==> config.mk <==
export PLATFORM = sky130hd
export DESIGN_NAME = noc_node_tx_arbiter
export DESIGN_NICKNAME = d
export VERILOG_FILES = /design/src/rtl/noc_node_tx_arbiter.sv
export SDC_FILE = /design/constraint.sdc
export NUM_CORES = 1
export LEC_CHECK = 0
export ABC_AREA = 1
export CORE_MARGIN = 5
export CORE_UTILIZATION = 36
export CTS_CLUSTER_DIAMETER = 120
export DETAILED_ROUTE_END_ITERATION = 7
export DONT_BUFFER_PORTS = 1
export SYNTH_ARGS = -nofsm -noshare
export SYNTH_HDL_FRONTEND = slang
export SYNTH_SLANG_ARGS = --single-unit
==> constraint.sdc <==
create_clock -name noc_clk -period 2.3 [get_ports noc_clk]
set_clock_uncertainty 0.2 [all_clocks]
set_input_delay 0.115 -clock noc_clk [delete_from_list [all_inputs] [get_ports noc_clk]]
set_output_delay 0.115 -clock noc_clk [all_outputs]
set_load 0.05 [all_outputs]
==> src/rtl/noc_node_tx_arbiter.sv <==
`default_nettype none
// ============================================================================
// Module   : noc_node_tx_arbiter
// Purpose  : Packet-level round-robin arbiter that shares one NoC node sender
//            port among NUM_REQ local requesters. A requester wins with a
//            header flit while idle; the grant is then locked until its tail
//            handshake, so packets from different requesters never interleave.
//            Also counts forwarded packets and flags orphan body/tail flits.
// Ports    : noc_clk / noc_rst          clock, synchronous active-high reset
//            req_valid/ready/flit/
//            req_is_header/is_tail      per-requester flit channel
//            sender_valid/ready/flit/
//            sender_is_header/is_tail   shared channel toward the node
//            grant_id                   current or last granted requester
//            busy                       high while a packet is locked
//            pkt_count                  tail handshakes forwarded (wraps)
//            err_orphan                 sticky orphan body/tail flit flag
// Revision : 1.0 - initial release
// ============================================================================
module noc_node_tx_arbiter #(
  parameter int NUM_REQ = 4,
  parameter int REQ_W   = 2,
  parameter int DATA_W  = 32
) (
  input  logic                      noc_clk,
  input  logic                      noc_rst,
  input  logic [NUM_REQ-1:0]        req_valid,
  output logic [NUM_REQ-1:0]        req_ready,
  input  logic [NUM_REQ*DATA_W-1:0] req_flit,
  input  logic [NUM_REQ-1:0]        req_is_header,
  input  logic [NUM_REQ-1:0]        req_is_tail,
  output logic                      sender_valid,
  input  logic                      sender_ready,
  output logic [DATA_W-1:0]         sender_flit,
  output logic                      sender_is_header,
  output logic                      sender_is_tail,
  output logic [REQ_W-1:0]          grant_id,
  output logic                      busy,
  output logic [15:0]               pkt_count,
  output logic                      err_orphan
);

  typedef enum logic [0:0] {
    ST_IDLE   = 1'b0,
    ST_LOCKED = 1'b1
  } state_t;

  state_t             state_q, state_d;
  logic [REQ_W-1:0]   rr_ptr_q, rr_ptr_d;
  logic [REQ_W-1:0]   grant_q, grant_d;
  logic [15:0]        pkt_count_q, pkt_count_d;
  logic               err_orphan_q, err_orphan_d;

  logic [NUM_REQ-1:0] cand;
  logic [REQ_W-1:0]   scan_idx;
  logic [REQ_W-1:0]   pick;
  logic               pick_found;
  logic               handshake;

  // Round-robin search: walk the requesters starting at rr_ptr and keep the
  // first one presenting a header.
  always_comb begin
    cand       = req_valid & req_is_header;
    scan_idx   = rr_ptr_q;
    pick       = rr_ptr_q;
    pick_found = 1'b0;
    for (int k = 0; k < NUM_REQ; k++) begin
      scan_idx = REQ_W'((int'(rr_ptr_q) + k) % NUM_REQ);
      if (!pick_found && cand[scan_idx]) begin
        pick       = scan_idx;
        pick_found = 1'b1;
      end
    end
  end

  always_comb begin
    state_d          = state_q;
    rr_ptr_d         = rr_ptr_q;
    grant_d          = grant_q;
    pkt_count_d      = pkt_count_q;
    err_orphan_d     = err_orphan_q;
    req_ready        = '0;
    sender_valid     = 1'b0;
    sender_flit      = '0;
    sender_is_header = 1'b0;
    sender_is_tail   = 1'b0;
    handshake        = 1'b0;

    case (state_q)
      ST_IDLE: begin
        // Nothing is accepted in idle: the winner's header is forwarded on
        // the following cycle, which costs one bubble per packet.
        if ((req_valid & ~req_is_header) != '0) begin
          err_orphan_d = 1'b1;
        end
        if (pick_found) begin
          grant_d = pick;
          state_d = ST_LOCKED;
        end
      end
      ST_LOCKED: begin
        // Zero-latency forward of the locked requester's channel.
        sender_valid       = req_valid[grant_q];
        sender_flit        = req_flit[int'(grant_q)*DATA_W +: DATA_W];
        sender_is_header   = req_is_header[grant_q];
        sender_is_tail     = req_is_tail[grant_q];
        req_ready[grant_q] = sender_ready;
        handshake          = sender_valid & sender_ready;
        if (handshake && sender_is_tail) begin
          state_d     = ST_IDLE;
          rr_ptr_d    = REQ_W'((int'(grant_q) + 1) % NUM_REQ);
          pkt_count_d = pkt_count_q + 16'd1;
        end
      end
      default: begin
        state_d = ST_IDLE;
      end
    endcase
  end

  always_ff @(posedge noc_clk) begin
    if (noc_rst) begin
      state_q      <= ST_IDLE;
      rr_ptr_q     <= '0;
      grant_q      <= '0;
      pkt_count_q  <= '0;
      err_orphan_q <= 1'b0;
    end else begin
      state_q      <= state_d;
      rr_ptr_q     <= rr_ptr_d;
      grant_q      <= grant_d;
      pkt_count_q  <= pkt_count_d;
      err_orphan_q <= err_orphan_d;
    end
  end

  assign grant_id   = grant_q;
  assign busy       = (state_q == ST_LOCKED);
  assign pkt_count  = pkt_count_q;
  assign err_orphan = err_orphan_q;

endmodule
`default_nettype wire

=== Word-level counts from Yosys, hierarchy flattened ===
Cells that the tools add are included.

* Output and inout bits: 59
* Word-level logic and storage cells: 66
* Register bits: 22

* Magnitude comparators: 6
* Reduce and logical (&&, ||, !) cells: 12
* Shifts and indexed selects: 1
* Bitwise gates (word level): 6
* Add/sub/neg operators: 5
* Muxes and demuxes: 31

{| class="wikitable"
|+ Operators by type and width
! operator !! count
|-
| variable part select 128 x 8 -> 32 bit || 1
|-
| two-way mux 32 bit || 1
|-
| two-way mux 1 bit || 17
|-
| adder 16 x 1 -> 16 bit (second input constant) || 1
|-
| less-than comparator 2 x 3 -> 1 bit (second input constant) || 5
|-
| binary-select mux 1 bit (select 2 bit) || 7
|-
| AND 4 bit || 3
|-
| two-way mux 2 bit || 3
|-
| AND reduction 2 bit || 3
|-
| logical AND 1 bit || 5
|-
| adder 2 x 1 -> 2 bit (second input constant) || 2
|-
| adder 2 bit (second input constant) || 2
|-
| two-way mux 4 bit || 1
|-
| inverter 4 bit || 1
|-
| nonzero test 4 bit || 1
|-
| zero test 1 bit || 3
|-
| demux 1 bit (select 2 bit) || 1
|-
| greater-or-equal comparator 2 x 1 -> 1 bit (second input constant) || 1
|-
| one-hot mux 1 bit (2 select lines) || 1
|-
| AND 1 bit || 1
|-
| inverter 1 bit || 1
|}

=== Depth between registers and ports, before layout ===
Gate-level depths: netlist (run 1).

* Depth after elaboration: 15
* Depth in mapped cells: 13
* Gate-level depth less buffers: 12

=== Worst setup path after synthesis (run 1) ===
OpenSTA, ideal clock, no wires.

* Path type: reg-to-output
* Start point: register grant_q[0], in the netlist grant_id[0]
* End point: output port sender_flit[24]
* Buffers on the path: 3
* Required time: 1.985 ns
* Setup slack: -0.238 ns
* Stages on the path, launching flop included: 8
* Arrival: 2.223 ns
* Cells stage by stage: dfxtp_1 buf_6 buf_2 buf_2 nor2_1 nor2_1 o21ai_0 a21oi_1

* Longest elaborated chain between the ends: 2

{| class="wikitable"
|+ RTL lines
! what !! line !! text
|-
| start, declared || 50 || <nowiki>logic [REQ_W-1:0] grant_q, grant_d;</nowiki>
|-
| start signal, assigned || 131 || <nowiki>grant_q <= grant_d;</nowiki>
|-
| variable part select 128 x 8 -> 32 bit || 104 || <nowiki>sender_flit = req_flit[int'(grant_q)*DATA_W +: DATA_W];</nowiki>
|-
| two-way mux 32 bit || 89 || <nowiki>case (state_q)</nowiki>
|-
| end, declared || 34 || <nowiki>output logic [DATA_W-1:0] sender_flit,</nowiki>
|}

Every way passes these cells.

=== Worst setup path after layout (run 1) ===
* Start point: register grant_q[0], in the netlist grant_id[0]
* End point: output port sender_flit[10]

The elaborated chain is that of the path after synthesis.

==> run metrics, run 1 <==
final setup violation count=0; register area=443 um^2; Synth Area in Adders=0.0231; fin crit share=0.909; Reg2Reg Depth=9; post-synthesis cell area=2710 um^2; required time of the critical path=1990 ps; Syn Nets=666; Worst setup EP type=primary output; Setup WS pre-CTS=485 ps; Post-Synth Simple-Gate Area=0.439; area of the multi-input gates=2100 um^2; Bufs on Longest Clock Path=2; Syn Inst Count=518; mux cell area share after synthesis=0; post-detail-place hpwl=8.94 mm; Sum Neg Setup Slack=0 ps; most frequent cells in the layout=nor2_1 (151), nand2_1 (82), o21ai_0 (72); Synth Area in XOR/XNOR=0.0227; critical setup path kind=flip-flop to primary output; RSZ-0062 raised after global routing=no; Routed Antenna Nets=0; post-synth cell types=28; clock sink count=22; Root Driver=clkbuf_8; max_slew headroom=0.641; Seq/Total Area, Yosys=0.163; Initial Util=0.371; Port Buffers=0; YS warnings=0; Hold Path Stages=4; Max Fanout on Critical Path=31; startpoint types=flip-flop; final hold violations=0; DR iter-0 viols=121; vias in the first global route=3298; initial antenna violation count=0; Hold WS=16.1 ps; fin area=3840 um^2; # IOs=202; first-pass GRT wire length=17.6 mm; most common cell after layout, fill and taps aside=nor2_1; vias=3592; CTS tree=built; Worst-Margin Slew=536 ps; main combinational cell family by area after synthesis=simple AND/OR/NAND/NOR gates; # hold bufs at CTS=2; first drt pass iteration count=4; Cell Rows=31; FILL cells=745; diodes inserted=0; largest net degree at the start of global routing=34; Worst Slack Setup Final=208 ps; Hold Path Class=primary input to flip-flop; leakage dissipation=1.56 nW; synthesis-to-finish area growth=42.0%; post_cts resized=0; synthesized flop and latch total=22; Final Critical Period=2090 ps; Synth Area per Inst=5.22 um^2; Post-CTS Setup Inserts=0; DR WL met3=713 um; core area=7290 um^2; clk slew on worst S/H paths=80 ps; number of CTS-inserted buffers=3; final wirelength=11.1 mm; maximum clock rate=478 MHz; Die H=96.7 um; via/cell ratio=5.46; fin nets=708; drt wl/cell=16.8 um; remaining global-route overflow=0; placed inst area=3770 um^2; Core Util, Final=0.527; share of layout cells above drive strength 1=0.213; Die X=96.7 um; H-tree depth=1; wire length on met2=5.71 mm; Max Transition Viols Final=0; worst vdd ir=0.475 mV; Pwr per Cell Area=1220 nW/um^2; max layer used=met4; drt drc=0; Crit path arrival time=1780 ps; max cap viols=0; DIE AREA=9350 um^2; area fraction in compound gates after synthesis=0.244; gr usage total=0.221; status=finished, final reports clean; clk_lat worst skew=260 ps; GPL Wtd Cong=0.966; Met1 Wirelength=4.39 mm
## final timing paths
kind,to,slack [ps],start
max,sender_flit[10],210,grant_id[0]
min,rr_ptr_q[0],20,req_valid[0]
max reg2reg,pkt_count[6],500,grant_id[0]
min reg2reg,pkt_count[13],280,pkt_count[13]
## worst max-delay path: stages (launching register included)
cell,delay [ps]
dfxtp_2,480
buf_4,360
nor2_1,90
nor2_1,80
o21ai_0,130
a21oi_2,210
buf_12,160
## state kept, by name (all words and copies together) (netlist names)
signal      count
busy            1
err_orphan      1
grant_id        2
pkt_count      16
rr_ptr_q        2
## cells by family (layout without fill, tap and decap cells)
group           after synthesis  count (layout)
fa+ha+maj                     5               5
xor+xnor                      7               7
flops                        22              22
simple gates                292             292
compound gates              128             128
buf+inv                      64             105
## power by group
part           internal, W  switching (W)
registers         0.000418      0.0000666
clock network     0.000153       0.000128
logic              0.00150        0.00242
## layout make-up
type                       instances  area share
multi-input combinational        432       0.547
timing repair buffer              69       0.260
inverter                          32      0.0312
clock buffer                       4      0.0143
sequential                        22       0.115
tap                               99      0.0322
## synth_stat cells (all sizes together)
master  instances  area share
o21ai          72        0.13
o211ai          1      0.0028
xor2            4       0.013
nor2          155        0.22
o22ai           2      0.0046
nand2          83        0.12
dfxtp          22        0.16
xnor2           3      0.0097
and2            2      0.0055
inv            32       0.044
clkbuf         16       0.022
nand3b          2      0.0055
nor3           13       0.024
nor3b           1      0.0028
buf            16       0.042
nand4           5       0.012
a32oi           1      0.0060
nand3          31       0.057
a21oi          52       0.098
ha              5       0.023
## per-layer routing
| layer | vias to the layer above | GRT usage |
|---|---|---|
| li1 | 1768 | - |
| met5 | - | 0 |
| met2 | 147 | 0.392 |
| met3 | 24 | 0.0381 |
| met1 | 1653 | 0.271 |
| met4 | 0 | 0.0670 |
## per-stage QoR
stage | total power (W) | instances
6_report | 0.00468 | 658
5_1_grt | 0.00499 | 658
4_1_cts | 0.00470 | 658
3_5_place_dp | 0.00441 | 652
3_3_place_gp | 0.00435 | 652
2_1_floorplan | 0.00296 | 518
(Power assumes the default switching activity.)
==> run 2, diff against run 1 <==
--- a/config.mk
+++ b/config.mk
@@ -7,10 +7,11 @@
 export LEC_CHECK = 0
 export ABC_AREA = 1
 export CORE_MARGIN = 5
-export CORE_UTILIZATION = 36
+export CORE_UTILIZATION = 45
 export CTS_CLUSTER_DIAMETER = 120
 export DETAILED_ROUTE_END_ITERATION = 7
 export DONT_BUFFER_PORTS = 1
+export PLACE_DENSITY = 0.64
 export SYNTH_ARGS = -nofsm -noshare
 export SYNTH_HDL_FRONTEND = slang
 export SYNTH_SLANG_ARGS = --single-unit
==> run 2 against run 1 <==
Sequential share of layout area rose by 0.23 points. Sequential cell count did not move. Hold slack improved by 23 ps. Cell count fell by 4.4%. Final area fell by 2.0%. First-iteration DRC count rose by 19%. Global-route usage rose by 3.8 points. Critical endpoint is now sender_flit[22]. Die area fell by 18%. Total power fell by 2.2%. Critical path type unchanged. Wire length fell by 4.4%. Fmax rose by 0.21%.
==> run metrics, run 2 (same netlist as run 1, synthesis figures left out) <==
final wirelength=10.6 mm (-4.4%); Pwr per Cell Area=1220 nW/um^2 (-0.20%); final setup violation count=0 (unchanged); Buf+Inv Stages, Crit Path=2 (unchanged); vias=3567 (-0.70%); diodes inserted=0 (unchanged); status=finished, final reports clean; Sw Ratio=0.562 (+0.00307); drt drc=0 (unchanged); Max Fanout on Critical Path=37 (+19%); clk_lat worst skew=260 ps (about the same); Sum Neg Setup Slack=0 ps (unchanged); first drt pass iteration count=6 (+2); CTS tree=built; core area=5890 um^2 (-19%); remaining global-route overflow=0 (unchanged); maximum clock rate=479 MHz (+0.21%); slowest CP cell=buf_4; power share of the clock group=0.051 (-0.009); Root Driver=clkbuf_8; most common cell after layout, fill and taps aside=nor2_1; FF-to-FF End=pkt_count[15]; max cap viols=0 (unchanged); clock sink count=22 (unchanged); internal power=0.00201 W (-2.9%); synthesis-to-finish area growth=39.2%; Setup WS pre-CTS=358 ps (-128 ps); WHS Endpoint=err_orphan; gr usage total=0.259 (+0.0378); Worst Slack Setup Final=213 ps (+4.29 ps); most frequent cells in the layout=nor2_1 (151), nand2_1 (82), o21ai_0 (72); vias in the first global route=3225 (-2.2%); CP Cell Sequence=buf_4 -> nor2_1 -> nor2_1 -> o21ai_0 -> a21oi_2 -> buf_12; drt wl/cell=16.8 um (about the same); worst vdd ir=0.760 mV (+60%); Cell Rows=28 (-9.7%); share of layout cells above drive strength 1=0.208 (-0.00530); max FFs per register=16 (unchanged); required time of the critical path=1990 ps (about the same); Worst setup EP type=primary output; GPL Wtd Cong=0.863 (-11%); # IOs=202 (unchanged); Hold Path Stages=3 (-1); Die H=87.6 um (-9.5%); top cell family by delay on the critical path=buffers and inverters; number of CTS-inserted buffers=3 (unchanged); Final Critical Period=2090 ps (-4.29 ps); Hold Path Class=primary input to flip-flop; max_slew headroom=0.621 (-0.0199); sequential share of power=0.105 (about the same); Initial Util=0.460 (+0.0887); Psw=0.00257 W (-1.6%); Crit path arrival time=1770 ps (about the same); Worst-Margin Slew=566 ps (+29.7 ps); post-detail-place hpwl=8.40 mm (-6.0%); Crit path top cell by count=nor2_1; DR iter-0 viols=144 (+19%); via/cell ratio=5.67 (+3.9%); post_cts resized=0 (unchanged); Bufs on Longest Clock Path=2 (unchanged); Routed Antenna Nets=0 (unchanged); H-tree depth=1 (unchanged); RSZ-0062 raised after global routing=no; clk slew on worst S/H paths=70 ps (about the same); largest net degree at the start of global routing=59 (+74%); startpoint types=flip-flop; final hold violations=0 (unchanged); initial antenna violation count=0 (unchanged); FF-to-FF Start=grant_id[0]; Port Buffers=0 (unchanged); fin crit share=0.908 (-0.00186); Reg2Reg Depth=9 (unchanged); Max Transition Viols Final=0 (unchanged); DIE AREA=7670 um^2 (-18%); critical setup path kind=flip-flop to primary output; Die X=87.6 um (-9.5%); leakage dissipation=1.54 nW (-1.5%); fin nets=704 (-0.56%); Hold Crit Start=req_is_header[3]; first-pass GRT wire length=16.1 mm (-8.5%); critical path's largest stage delay=430 ps (-50 ps); FF-to-FF setup slack=300 ps (-200 ps); combinational power share=0.844 (+0.008)
==> run 2: cell types whose count changed in the layout (fill, tap and decap cells not counted), sizes merged <==
cell	delta
buf	-3
clkbuf	-1
dlygate4sd3	-1
==> run 2: final cells by class <==
| type | count | area [um^2] |
|---|---|---|
| flip-flops and latches | 22 | 443 |
| inverters | 32 | 120 |
| clock buffers | 3 | 41.3 |
| multi-input cells | 432 | 2100 |
| well taps | 75 | 93.8 |
| fillers | 543 | 2120 |
| repair buffers | 65 | 966 |
==> run 2: metrics by stage <==
stage	total power, W	utilization	hold slack, ps	cells	cell area, um^2
final	0.00458	0.640	39.4	629	3770
after global routing	0.00486	0.640	95.7	629	3770
after detailed placement	0.00435	0.631	-11.8	625	3720
after floorplan	0.00296	-	-5.69	518	2840
after CTS	0.00459	0.640	32.7	629	3770
after global placement	0.00429	0.631	-14.0	625	3720
==> run 2: power groups by stage <==
stage	clock (W)	combinational [W]	sequential, W
global route	0.000258	0.00412	0.000491
detailed placement	0	0.00386	0.000490
floorplan	0	0.00240	0.000553
CTS	0.000238	0.00387	0.000481
global placement	0	0.00380	0.000487
finish	0.000234	0.00386	0.000482
==> run 2: how the worst max path moves through the flow <==
stage / cells past startpoint / startpoint / slack, ps / endpoint
6_report: 6 / grant_id[0] / 210 / sender_flit[22]
5_1_grt: 6 / grant_id[0] / 60 / sender_flit[27]
4_1_cts: 6 / grant_id[0] / 180 / sender_flit[29]
3_5_place_dp: 9 / grant_id[0] / 360 / pkt_count[15]
3_3_place_gp: 10 / grant_id[0] / 440 / pkt_count[5]
2_1_floorplan: 6 / grant_id[1] / 3 / sender_valid
==> run 2: routing by layer <==
layer,GRT usage,wire length [um],part of all wire
met4,0.0739,284,0.027
met3,0.0508,1080,0.10
met2,0.466,5320,0.50
met5,0,0,0
met1,0.311,3920,0.37
==> run 2: worst register-to-register path: cells and delay by family, from the launching register on <==
kind,cells,cell delay (ps)
AOI/OAI and AO/OA,2,330
and+or+nand+nor,5,470
DFF,1,350
buffers and inverters,2,560
==> run 2: repair_timing <==
action | in CTS | in global routing
setup buffers | 0 | 0
hold endpoints to repair | 22 | 0
hold buffers | 1 | 0
